## src/rtl/cymometer_equal_precision.sv

```systemverilog
`default_nettype none
// ============================================================================
// Module   : cymometer_equal_precision
// Brief    : Equal-precision (reciprocal) frequency meter. The gate opens and
//            closes on rising edges of clk_fx, counts fx rises (Nx) and sys_clk
//            cycles (Ns), then computes CLK_FREQ_HZ*Nx/Ns with a restoring
//            divider. Adds timeout, saturation, valid strobe and run modes.
// Revision : 1.0 - initial release
// ============================================================================
module cymometer_equal_precision #(
  parameter int CLK_FREQ_HZ    = 50_000_000,
  parameter int GATE_CYCLES    = 25_000_000,
  parameter int GAP_CYCLES     = 1_000,
  parameter int TIMEOUT_CYCLES = 50_000_000,
  parameter int CNT_W          = 32,
  parameter int FRE_W          = 32,
  parameter int SYNC_STAGES    = 2,
  parameter int CONTINUOUS     = 1
) (
  input  logic             sys_clk,
  input  logic             sys_rst_n,
  input  logic             clk_fx,
  input  logic             start,
  output logic [FRE_W-1:0] fre,
  output logic [CNT_W-1:0] nx,
  output logic [CNT_W-1:0] ns,
  output logic             valid,
  output logic             busy,
  output logic             timeout,
  output logic             sat
);

  localparam int c_NUM_W  = CNT_W + 32;
  localparam int c_DCNT_W = $clog2(c_NUM_W);
  localparam logic [CNT_W-1:0]    c_GAP     = CNT_W'(GAP_CYCLES);
  localparam logic [CNT_W-1:0]    c_GATE    = CNT_W'(GATE_CYCLES);
  localparam logic [CNT_W-1:0]    c_TIMEOUT = CNT_W'(TIMEOUT_CYCLES);
  localparam logic [c_NUM_W-1:0]  c_FREQ    = c_NUM_W'(CLK_FREQ_HZ);
  localparam logic [c_DCNT_W-1:0] c_DLAST   = c_DCNT_W'(c_NUM_W - 1);

  typedef enum logic [2:0] {
    S_IDLE  = 3'd0,
    S_ARM   = 3'd1,
    S_OPEN  = 3'd2,
    S_CLOSE = 3'd3,
    S_DIV   = 3'd4,
    S_DONE  = 3'd5
  } state_t;

  state_t state_q, state_d;
  logic [SYNC_STAGES-1:0] sync_q;
  logic                   fx_dly_q;
  logic                   fx_rise;
  logic [CNT_W-1:0]       tmr_q, tmr_d, tmr_inc;
  logic [CNT_W-1:0]       nx_q, nx_d, ns_q, ns_d;
  logic [CNT_W-1:0]       rem_q, rem_d;
  logic [c_NUM_W-1:0]     num_q, num_d;
  logic [c_DCNT_W-1:0]    dcnt_q, dcnt_d;

  logic [CNT_W:0]         div_shift;
  logic [CNT_W-1:0]       div_trial, div_rem;
  logic                   div_ge;
  logic [c_NUM_W-1:0]     div_num;
  logic [FRE_W-1:0]       div_fre;
  logic                   div_ovf;

  logic                   out_ld, out_to, out_sat;
  logic [FRE_W-1:0]       out_fre, fre_q;
  logic [CNT_W-1:0]       out_nx, out_ns, nx_o_q, ns_o_q;
  logic                   valid_q, timeout_q, sat_q;

  // Synchronise clk_fx and detect its rising edge; the fixed latency applies
  // equally to the opening and closing edges, so it cancels out of Ns.
  always_ff @(posedge sys_clk or negedge sys_rst_n) begin
    if (!sys_rst_n) begin
      sync_q   <= '0;
      fx_dly_q <= 1'b0;
    end else begin
      sync_q   <= {sync_q[SYNC_STAGES-2:0], clk_fx};
      fx_dly_q <= sync_q[SYNC_STAGES-1];
    end
  end

  assign fx_rise = sync_q[SYNC_STAGES-1] & ~fx_dly_q;
  assign tmr_inc = tmr_q + CNT_W'(1);

  // One restoring-division step: shift in the next numerator bit, subtract Ns
  // when it fits. The remainder stays below Ns, so one extra bit suffices.
  assign div_shift = {rem_q, num_q[c_NUM_W-1]};
  assign div_ge    = (div_shift >= {1'b0, ns_q});
  assign div_trial = div_shift[CNT_W-1:0] - ns_q;
  assign div_rem   = div_ge ? div_trial : div_shift[CNT_W-1:0];
  assign div_num   = {num_q[c_NUM_W-2:0], div_ge};

  generate
    if (FRE_W < c_NUM_W) begin : g_sat
      assign div_ovf = |div_num[c_NUM_W-1:FRE_W];
      assign div_fre = div_ovf ? {FRE_W{1'b1}} : div_num[FRE_W-1:0];
    end else begin : g_nosat
      assign div_ovf = 1'b0;
      assign div_fre = FRE_W'(div_num);
    end
  endgenerate

  // Next-state, counter and result-load logic for the measurement sequence.
  always_comb begin
    state_d = state_q;
    tmr_d   = tmr_q;
    nx_d    = nx_q;
    ns_d    = ns_q;
    rem_d   = rem_q;
    num_d   = num_q;
    dcnt_d  = dcnt_q;
    out_ld  = 1'b0;
    out_fre = '0;
    out_nx  = '0;
    out_ns  = '0;
    out_to  = 1'b0;
    out_sat = 1'b0;
    unique case (state_q)
      S_IDLE: begin
        if (CONTINUOUS != 0) begin
          if (tmr_inc >= c_GAP) begin
            state_d = S_ARM;
            tmr_d   = '0;
          end else begin
            tmr_d = tmr_inc;
          end
        end else if (start) begin
          state_d = S_ARM;
          tmr_d   = '0;
        end
      end
      S_ARM: begin
        if (fx_rise) begin
          state_d = S_OPEN;
          tmr_d   = '0;
          nx_d    = '0;
          ns_d    = '0;
        end else if (tmr_inc >= c_TIMEOUT) begin
          state_d = S_DONE;
          out_ld  = 1'b1;
          out_to  = 1'b1;
        end else begin
          tmr_d = tmr_inc;
        end
      end
      S_OPEN: begin
        ns_d  = ns_q + CNT_W'(1);
        tmr_d = tmr_inc;
        if (fx_rise) nx_d = nx_q + CNT_W'(1);
        if (tmr_inc >= c_GATE) begin
          tmr_d   = '0;
          // A rise on the last gate cycle is itself the closing edge.
          state_d = fx_rise ? S_DIV : S_CLOSE;
        end
      end
      S_CLOSE: begin
        ns_d = ns_q + CNT_W'(1);
        if (fx_rise) begin
          nx_d    = nx_q + CNT_W'(1);
          tmr_d   = '0;
          state_d = S_DIV;
        end else if (tmr_inc >= c_TIMEOUT) begin
          tmr_d   = '0;
          state_d = S_DONE;
          out_ld  = 1'b1;
          out_to  = 1'b1;
          out_nx  = nx_d;
          out_ns  = ns_d;
        end else begin
          tmr_d = tmr_inc;
        end
      end
      S_DIV: begin
        rem_d  = div_rem;
        num_d  = div_num;
        dcnt_d = dcnt_q + c_DCNT_W'(1);
        if (dcnt_q == c_DLAST) begin
          state_d = S_DONE;
          out_ld  = 1'b1;
          out_fre = div_fre;
          out_sat = div_ovf;
          out_nx  = nx_q;
          out_ns  = ns_q;
        end
      end
      S_DONE: begin
        state_d = S_IDLE;
        tmr_d   = '0;
      end
      default: begin
        state_d = S_IDLE;
        tmr_d   = '0;
      end
    endcase
    // Load the scaled numerator as the gate closes.
    if (state_d == S_DIV && state_q != S_DIV) begin
      num_d  = c_FREQ * {32'd0, nx_d};
      rem_d  = '0;
      dcnt_d = '0;
    end
  end

  // Sequencer state and measurement counters.
  always_ff @(posedge sys_clk or negedge sys_rst_n) begin
    if (!sys_rst_n) begin
      state_q <= S_IDLE;
      tmr_q   <= '0;
      nx_q    <= '0;
      ns_q    <= '0;
      rem_q   <= '0;
      num_q   <= '0;
      dcnt_q  <= '0;
    end else begin
      state_q <= state_d;
      tmr_q   <= tmr_d;
      nx_q    <= nx_d;
      ns_q    <= ns_d;
      rem_q   <= rem_d;
      num_q   <= num_d;
      dcnt_q  <= dcnt_d;
    end
  end

  // Result registers: loaded on entry to DONE so valid coincides with DONE.
  always_ff @(posedge sys_clk or negedge sys_rst_n) begin
    if (!sys_rst_n) begin
      fre_q     <= '0;
      nx_o_q    <= '0;
      ns_o_q    <= '0;
      timeout_q <= 1'b0;
      sat_q     <= 1'b0;
      valid_q   <= 1'b0;
    end else begin
      valid_q <= out_ld;
      if (out_ld) begin
        fre_q     <= out_fre;
        nx_o_q    <= out_nx;
        ns_o_q    <= out_ns;
        timeout_q <= out_to;
        sat_q     <= out_sat;
      end
    end
  end

  assign fre     = fre_q;
  assign nx      = nx_o_q;
  assign ns      = ns_o_q;
  assign valid   = valid_q;
  assign timeout = timeout_q;
  assign sat     = sat_q;
  assign busy    = (state_q != S_IDLE);

endmodule
`default_nettype wire

```

## config.mk

```make
export PLATFORM = sky130hd
export DESIGN_NAME = cymometer_equal_precision
export DESIGN_NICKNAME = d
export VERILOG_FILES = /design/src/rtl/cymometer_equal_precision.sv
export SDC_FILE = /design/constraint.sdc
export NUM_CORES = 2
export LEC_CHECK = 0
export ABC_AREA = 0
export BUFFER_PORTS_ARGS = -buffer_cell sky130_fd_sc_hd__buf_4
export CAP_MARGIN = 10
export CORE_ASPECT_RATIO = 1.75
export CORE_MARGIN = 5
export CORE_UTILIZATION = 64
export DETAILED_ROUTE_END_ITERATION = 7
export PLACE_DENSITY_LB_ADDON = 0.25
export SYNTH_ARGS = -nofsm -noshare
export SYNTH_HDL_FRONTEND = slang
export SYNTH_SLANG_ARGS = --single-unit
```

## constraint.sdc

```tcl
create_clock -name sys_clk -period 11.5 [get_ports sys_clk]
set_input_delay 2.875 -clock sys_clk [delete_from_list [all_inputs] [get_ports sys_clk]]
set_output_delay 2.875 -clock sys_clk [all_outputs]
set_load 0.05 [all_outputs]
```

## Word-level counts from Yosys, hierarchy flattened

Cells that the tools add are included.

- Flip-flop bits (word level): 303
- Output and inout port bits: 100
- Input bits: 4
- Logic and storage cells: 92

- Add/sub/neg operators: 5
- Muxes and demuxes: 45
- Equality and inequality tests: 9
- Magnitude comparators: 4
- Reductions and logical operators: 10
- $mul: 1
- Bitwise gates (word level): 3

Operators by type and width:

| cell | number |
|---|---|
| $mux 32 | 21 |
| $pmux 32 s2 | 4 |
| $pmux 32 s5 | 1 |
| $mux 64 | 2 |
| $add 32x1->32 const B | 3 |
| $mul 19x32->51 const A | 1 |
| $ge 33x32->1 | 1 |
| $ge 32x10->1 const B | 1 |
| $ge 32x25->1 const B | 1 |
| $ge 32x26->1 const B | 1 |
| $reduce_or 32->1 | 1 |
| $sub 32x32->32 | 1 |
| $mux 3 | 7 |
| $pmux 3 s5 | 1 |
| $mux 6 | 2 |
| $add 6x1->6 const B | 1 |
| $eq 3x2->1 const B | 2 |
| $eq 3x3->1 const B | 2 |
| $eq 6x6->1 const B | 1 |
| $mux 1 | 6 |
| $ne 3x3->1 const B | 2 |
| $reduce_and 2->1 | 2 |
| $reduce_bool 2->1 | 2 |
| $reduce_or 2->1 | 2 |
| 8 further kinds | 9 |

## Longest topological paths before layout

- Depth after elaboration: 8
- Mapped depth: 32
- Depth with buffers taken out: 32

## Worst setup path before layout

No wires, ideal clock.

- Path type: reg-to-reg
- From: register sync_q[1]
- To: register num_q[55]
- Data required time: 11.374 ns
- Cell stages (with the launch flop): 30
- Arrival: 8.173 ns
- Slack: 3.200 ns
- Setup time: 0.126 ns
- Buffers on the path: 0
- Period minus slack after synthesis: 8.300 ns
- Path through: dfrtp_1 nor2b_1 nand2_1 nor4_1 nand3_1 nor2_1 nand3_1 xor2_1 o21ai_0 ha_1 fa_1 inv_1 fa_1 inv_1 fa_1 fa_1 inv_1 fa_1 inv_1 ha_1 a2111oi_0 o21ai_0 o211a_1 a211oi_1 o21ai_0 o21ai_0 o22ai_1 mux2i_1 a21oi_1 a311o_1

- Elaborated cells between the ends (all ways): 14
- Those cells by class: 1 x mul; 1 x eq/ne; 9 x mux; 1 x bitwise; 2 x reduce/logical

RTL lines:

| element | line | RTL |
|---|---|---|
| start, declared | 51 | `logic [SYNC_STAGES-1:0] sync_q;` |
| start signal, assigned | 79 | `sync_q <= {sync_q[SYNC_STAGES-2:0], clk_fx};` |
| $and 1x1->1 (*) | 84 | `assign fx_rise = sync_q[SYNC_STAGES-1] & ~fx_dly_q;` |
| $mux 32 (on tied branches) | 151, 160, 135 |  |
| $pmux 32 s2 (*) | 120 | `unique case (state_q)` |
| via nx_d[13] | 55 | `logic [CNT_W-1:0] nx_q, nx_d, ns_q, ns_d;` |
| $mul 19x32->51 (*) | 199 | `num_d = c_FREQ * {32'd0, nx_d};` |
| $mux 64 (*) | 198 | `if (state_d == S_DIV && state_q != S_DIV) begin` |
| end signal, assigned | 221 | `num_q <= num_d;` |
| end, declared | 57 | `logic [c_NUM_W-1:0] num_q, num_d;` |

Mark *: on every way through the listed nets, which the timed path passes. The rest lies on a longest branch.
A chain may end at the register's enable or synchronous reset.

## Worst setup path in the final report

- From: register sync_q[1]
- To: register num_q[57]

The elaborated chain is that of the path after synthesis.

==> out/qor.yml <==
status:
  status: "finished, final reports clean"
cells_and_area:
  drive_above_1_share: 0.07671
  multi_input_area_sq_um: 18670
  areaGrowthSynthToFinish_pct: 7.874
  fin_area_sq_um: 30820
  fillers: 3434
  seqCellArea_sq_um: 7582
  n_antenna_cell: 0
  fin_nets: 3718
synth:
  synth_area_sq_um: 28570
  ys_ff_latch: 303
  seq_area_frac_synth: 0.2654
  postSynthCellCount: 3147
  async_reset_ff_frac: 1.000
  synth_edf_count: 0
  synthesis.nets: 3679
  synthFlopType: "dfrtp_1"
  syn_area_per_cell_sq_um: 9.079
  ys_types: 81
  yosysWarnings: 0
placed_design:
  io_buffers: 102
  placed_area_sq_um: 29850
  hpwl_um: 61100
  gp_routability_congestion: 1.025
clock_tree:
  cts_sinks: 303
  cts_tree: "done"
  clk_latency_ps: 590
  ctsHoldBuffers: 0
  cts_buffer_depth: 3
  post_cts_resized: 0
  clk_pin_slew_ps: 80
  cts_setup_buffers: 0
  cts_htree_levels: 1
  numCtsBuffers: 30
  cts_root_buf: "clkbuf_16"
global_routing:
  globalRoute.totalOverflow: 0
  grt_max_degree: 127
  grt_first_pass_wirelength_um: 129700
  grt.total_usage: 0.3306
  grt_pass1_vias: 25227
  antenna_found_initial: 1
sta:
  relSlewSlack: 0.1956
  tightestPinTransition_ps: 1198
  fin_tns_setup_ps: 0
  finalSetupViolCount: 0
  drv_slew: 0
  fin_crit_sh: 0.8621
  hold_viol: 0
  finClkSkew_ps: 25.58
  fmax_ghz: 0.1009
  period_needed_ps: 9914
  rsz0062_at_grt: "no"
worst_setup_path:
  criticalPathCategory: "reg2reg"
  reg2reg_to: "num_q[57]$_DFFE_PN0P_"
  arrival_ps: 10410
  path_max_fanout: 10
  cpPeakStageDelay_ps: 960
  worst_setup_path_start_kind: "flop"
  r2r-start: "sync_q[1]$_DFF_PN0_"
  worstSetupEndpointType: "flop"
  worst_path_max_delay_cell: "o21ai_1"
  cp.required_ps: 12000
  reg2reg_depth: 31
  cpMostUsedCell: "fa_1"
  r2r_slack_ps: 1590
worst_hold_path:
  min_path_cells: 0
  holdPathEnd: "sync_q[1]$_DFF_PN0_"
  hp-class: "reg2reg"
  min_from: "sync_q[0]$_DFF_PN0_"
floorplanning:
  dieArea_sq_um: 49130
  die_x_um: 169.7
  initial_core_util: 0.6452
  die_y_um: 289.5
  rows: 102
  coreArea_sq_um: 44290
  io_pins: 104
detailed_routing:
  vias: 23778
  drc_errors: 0
  wl_per_cell_um: 21.09
  drt-initial-drc-count: 1862
  drt-pass1-iter-count: 5
  ant_nets: 0
  via_per_inst: 6.292
  wirelength_um: 79700
power:
  power.density_nw_per_um2: 67.77
  vdd_drop_max_uv: 123.2
  power_leakage_nw: 16.10
job:
  cap_violations: 0
[worst max path at each step]
| stage | start | endpoint | cells after the start | slack, ps |
|---|---|---|---|---|
| finish | sync_q[1]$_DFF_PN0_ | num_q[57]$_DFFE_PN0P_ | 31 | 1590 |
| global route | sync_q[1]$_DFF_PN0_ | num_q[57]$_DFFE_PN0P_ | 31 | 960 |
| CTS | sync_q[1]$_DFF_PN0_ | num_q[57]$_DFFE_PN0P_ | 31 | 1720 |
| detailed placement | sync_q[1]$_DFF_PN0_ | num_q[57]$_DFFE_PN0P_ | 31 | 1790 |
| global placement | sync_q[1]$_DFF_PN0_ | num_q[55]$_DFFE_PN0P_ | 31 | 2010 |
| floorplan | sync_q[1]$_DFF_PN0_ | num_q[55]$_DFFE_PN0P_ | 29 | 3200 |
[sequential cells by signal, indices dropped and copies added (netlist names), 2 cells and up]
signal and cells:
rem_q 32, tmr_q 32, dcnt_q 6, state_q 3
nx 32, ns 32, num_q 64, nx_q 32
sync_q 2, ns_q 32, fre 32
[cells in the final DEF, fill, tap and decap left out, drive strengths merged, types with 8 or more instances in the layout]
cell    Yosys  final
nor2b       8      8
o21ai     222    222
buf        52    152
mux2i      29     29
xnor2      48     48
a22oi      21     21
and4       10     10
a211oi      9      9
a21oi     150    150
nor3       47     47
or3        19     19
o31ai      41     41
a21o       45     45
nand2     306    306
o211ai     58     58
o21a       17     17
ha        253    253
and3       42     42
o21bai     10     10
and2       24     24
nor2      155    155
inv       460    463
nor4       21     21
a31o       13     13
clkbuf     93     39
a31oi      45     45
a22o       45     45
nand4      63     63
nand3     111    111
fa        275    275
xor2       38     38
or2         9      9
dfrtp     303    303
[worst max-delay path: cells and delay by family (launching register included)]
family                   cells  cell delay (ps)
adder cells (fa/ha/maj)      7             3360
AO/OA/AOI/OAI                8             3130
AND/OR/NAND/NOR             11             2570
buffers and inverters        5              390
flip-flops                   1              380
[final cells by class]
cell class,count,share of cell area
Inverter,461,0.05618
Multi-Input combinational cell,2238,0.6057
Sequential cell,303,0.2460
Clock buffer,39,0.02712
Clock inverter,14,0.004506
Tap cell,572,0.02322
Timing Repair Buffer,152,0.03727
[synth_stat cells (12+ instances only)]
cell type / count / area share
nand2_1: 306 / 0.040
xnor2_1: 48 / 0.015
o211ai_1: 58 / 0.015
o31ai_1: 41 / 0.011
a21o_1: 45 / 0.012
a21oi_1: 149 / 0.026
a31oi_1: 45 / 0.0099
nor2_1: 154 / 0.020
nor4_1: 21 / 0.0046
buf_1: 14 / 0.0018
a22oi_1: 20 / 0.0053
or3_1: 19 / 0.0042
nand3_1: 111 / 0.019
fa_1: 275 / 0.19
nor3_1: 46 / 0.0081
and3_1: 42 / 0.0092
nand4_1: 59 / 0.013
o21ai_0: 220 / 0.039
a22o_1: 45 / 0.014
buf_2: 26 / 0.0046
ha_1: 253 / 0.11
clkbuf_1: 92 / 0.012
a31o_2: 12 / 0.0037
o21a_1: 17 / 0.0045
and2_1: 23 / 0.0050
dfrtp_1: 303 / 0.27
xor2_1: 38 / 0.012
inv_1: 459 / 0.060
mux2i_1: 29 / 0.010
[stage by stage]
step	total power, mW	instances	util	setup slack, ps	hold WS, ps
after global routing	2.151	3779	0.6960	957.9	419.5
after CTS	2.105	3779	0.6960	1719	418.4
after global placement	1.111	3726	0.6740	2012	377.2
after floorplan	1.087	3147	-	3200	331.2
after detailed placement	1.112	3726	0.6740	1790	384.7
final	2.089	3779	0.6960	1586	426.5
[where the power goes]
| part | internal (mW) | switching (mW) | leakage [nW] |
|---|---|---|---|
| clock | 0.557 | 0.441 | 0.475 |
| combinational | 0.00184 | 0.0220 | 11.4 |
| sequential | 1.07 | 0.000420 | 4.21 |
[routing by layer]
metal / GRT usage / vias to the layer above / share of wire
met5: 0 / - / 0
met3: 0.02912 / 344 / 0.041
met1: 0.3538 / 11718 / 0.34
li1: - / 10866 / -
met2: 0.6051 / 850 / 0.53
met4: 0.2350 / 0 / 0.086
[cell families after synthesis]
kind of cell	after synthesis	share of synthesized area
DFF	303	0.2654
and+or+nand+nor	846	0.1421
buffers and inverters	606	0.08307
AOI/OAI and AO/OA	746	0.1683
xor gates and xnor gates	86	0.02636
adders and majority gates	528	0.3035
muxes	32	0.01134
(Power assumes the default switching activity.)
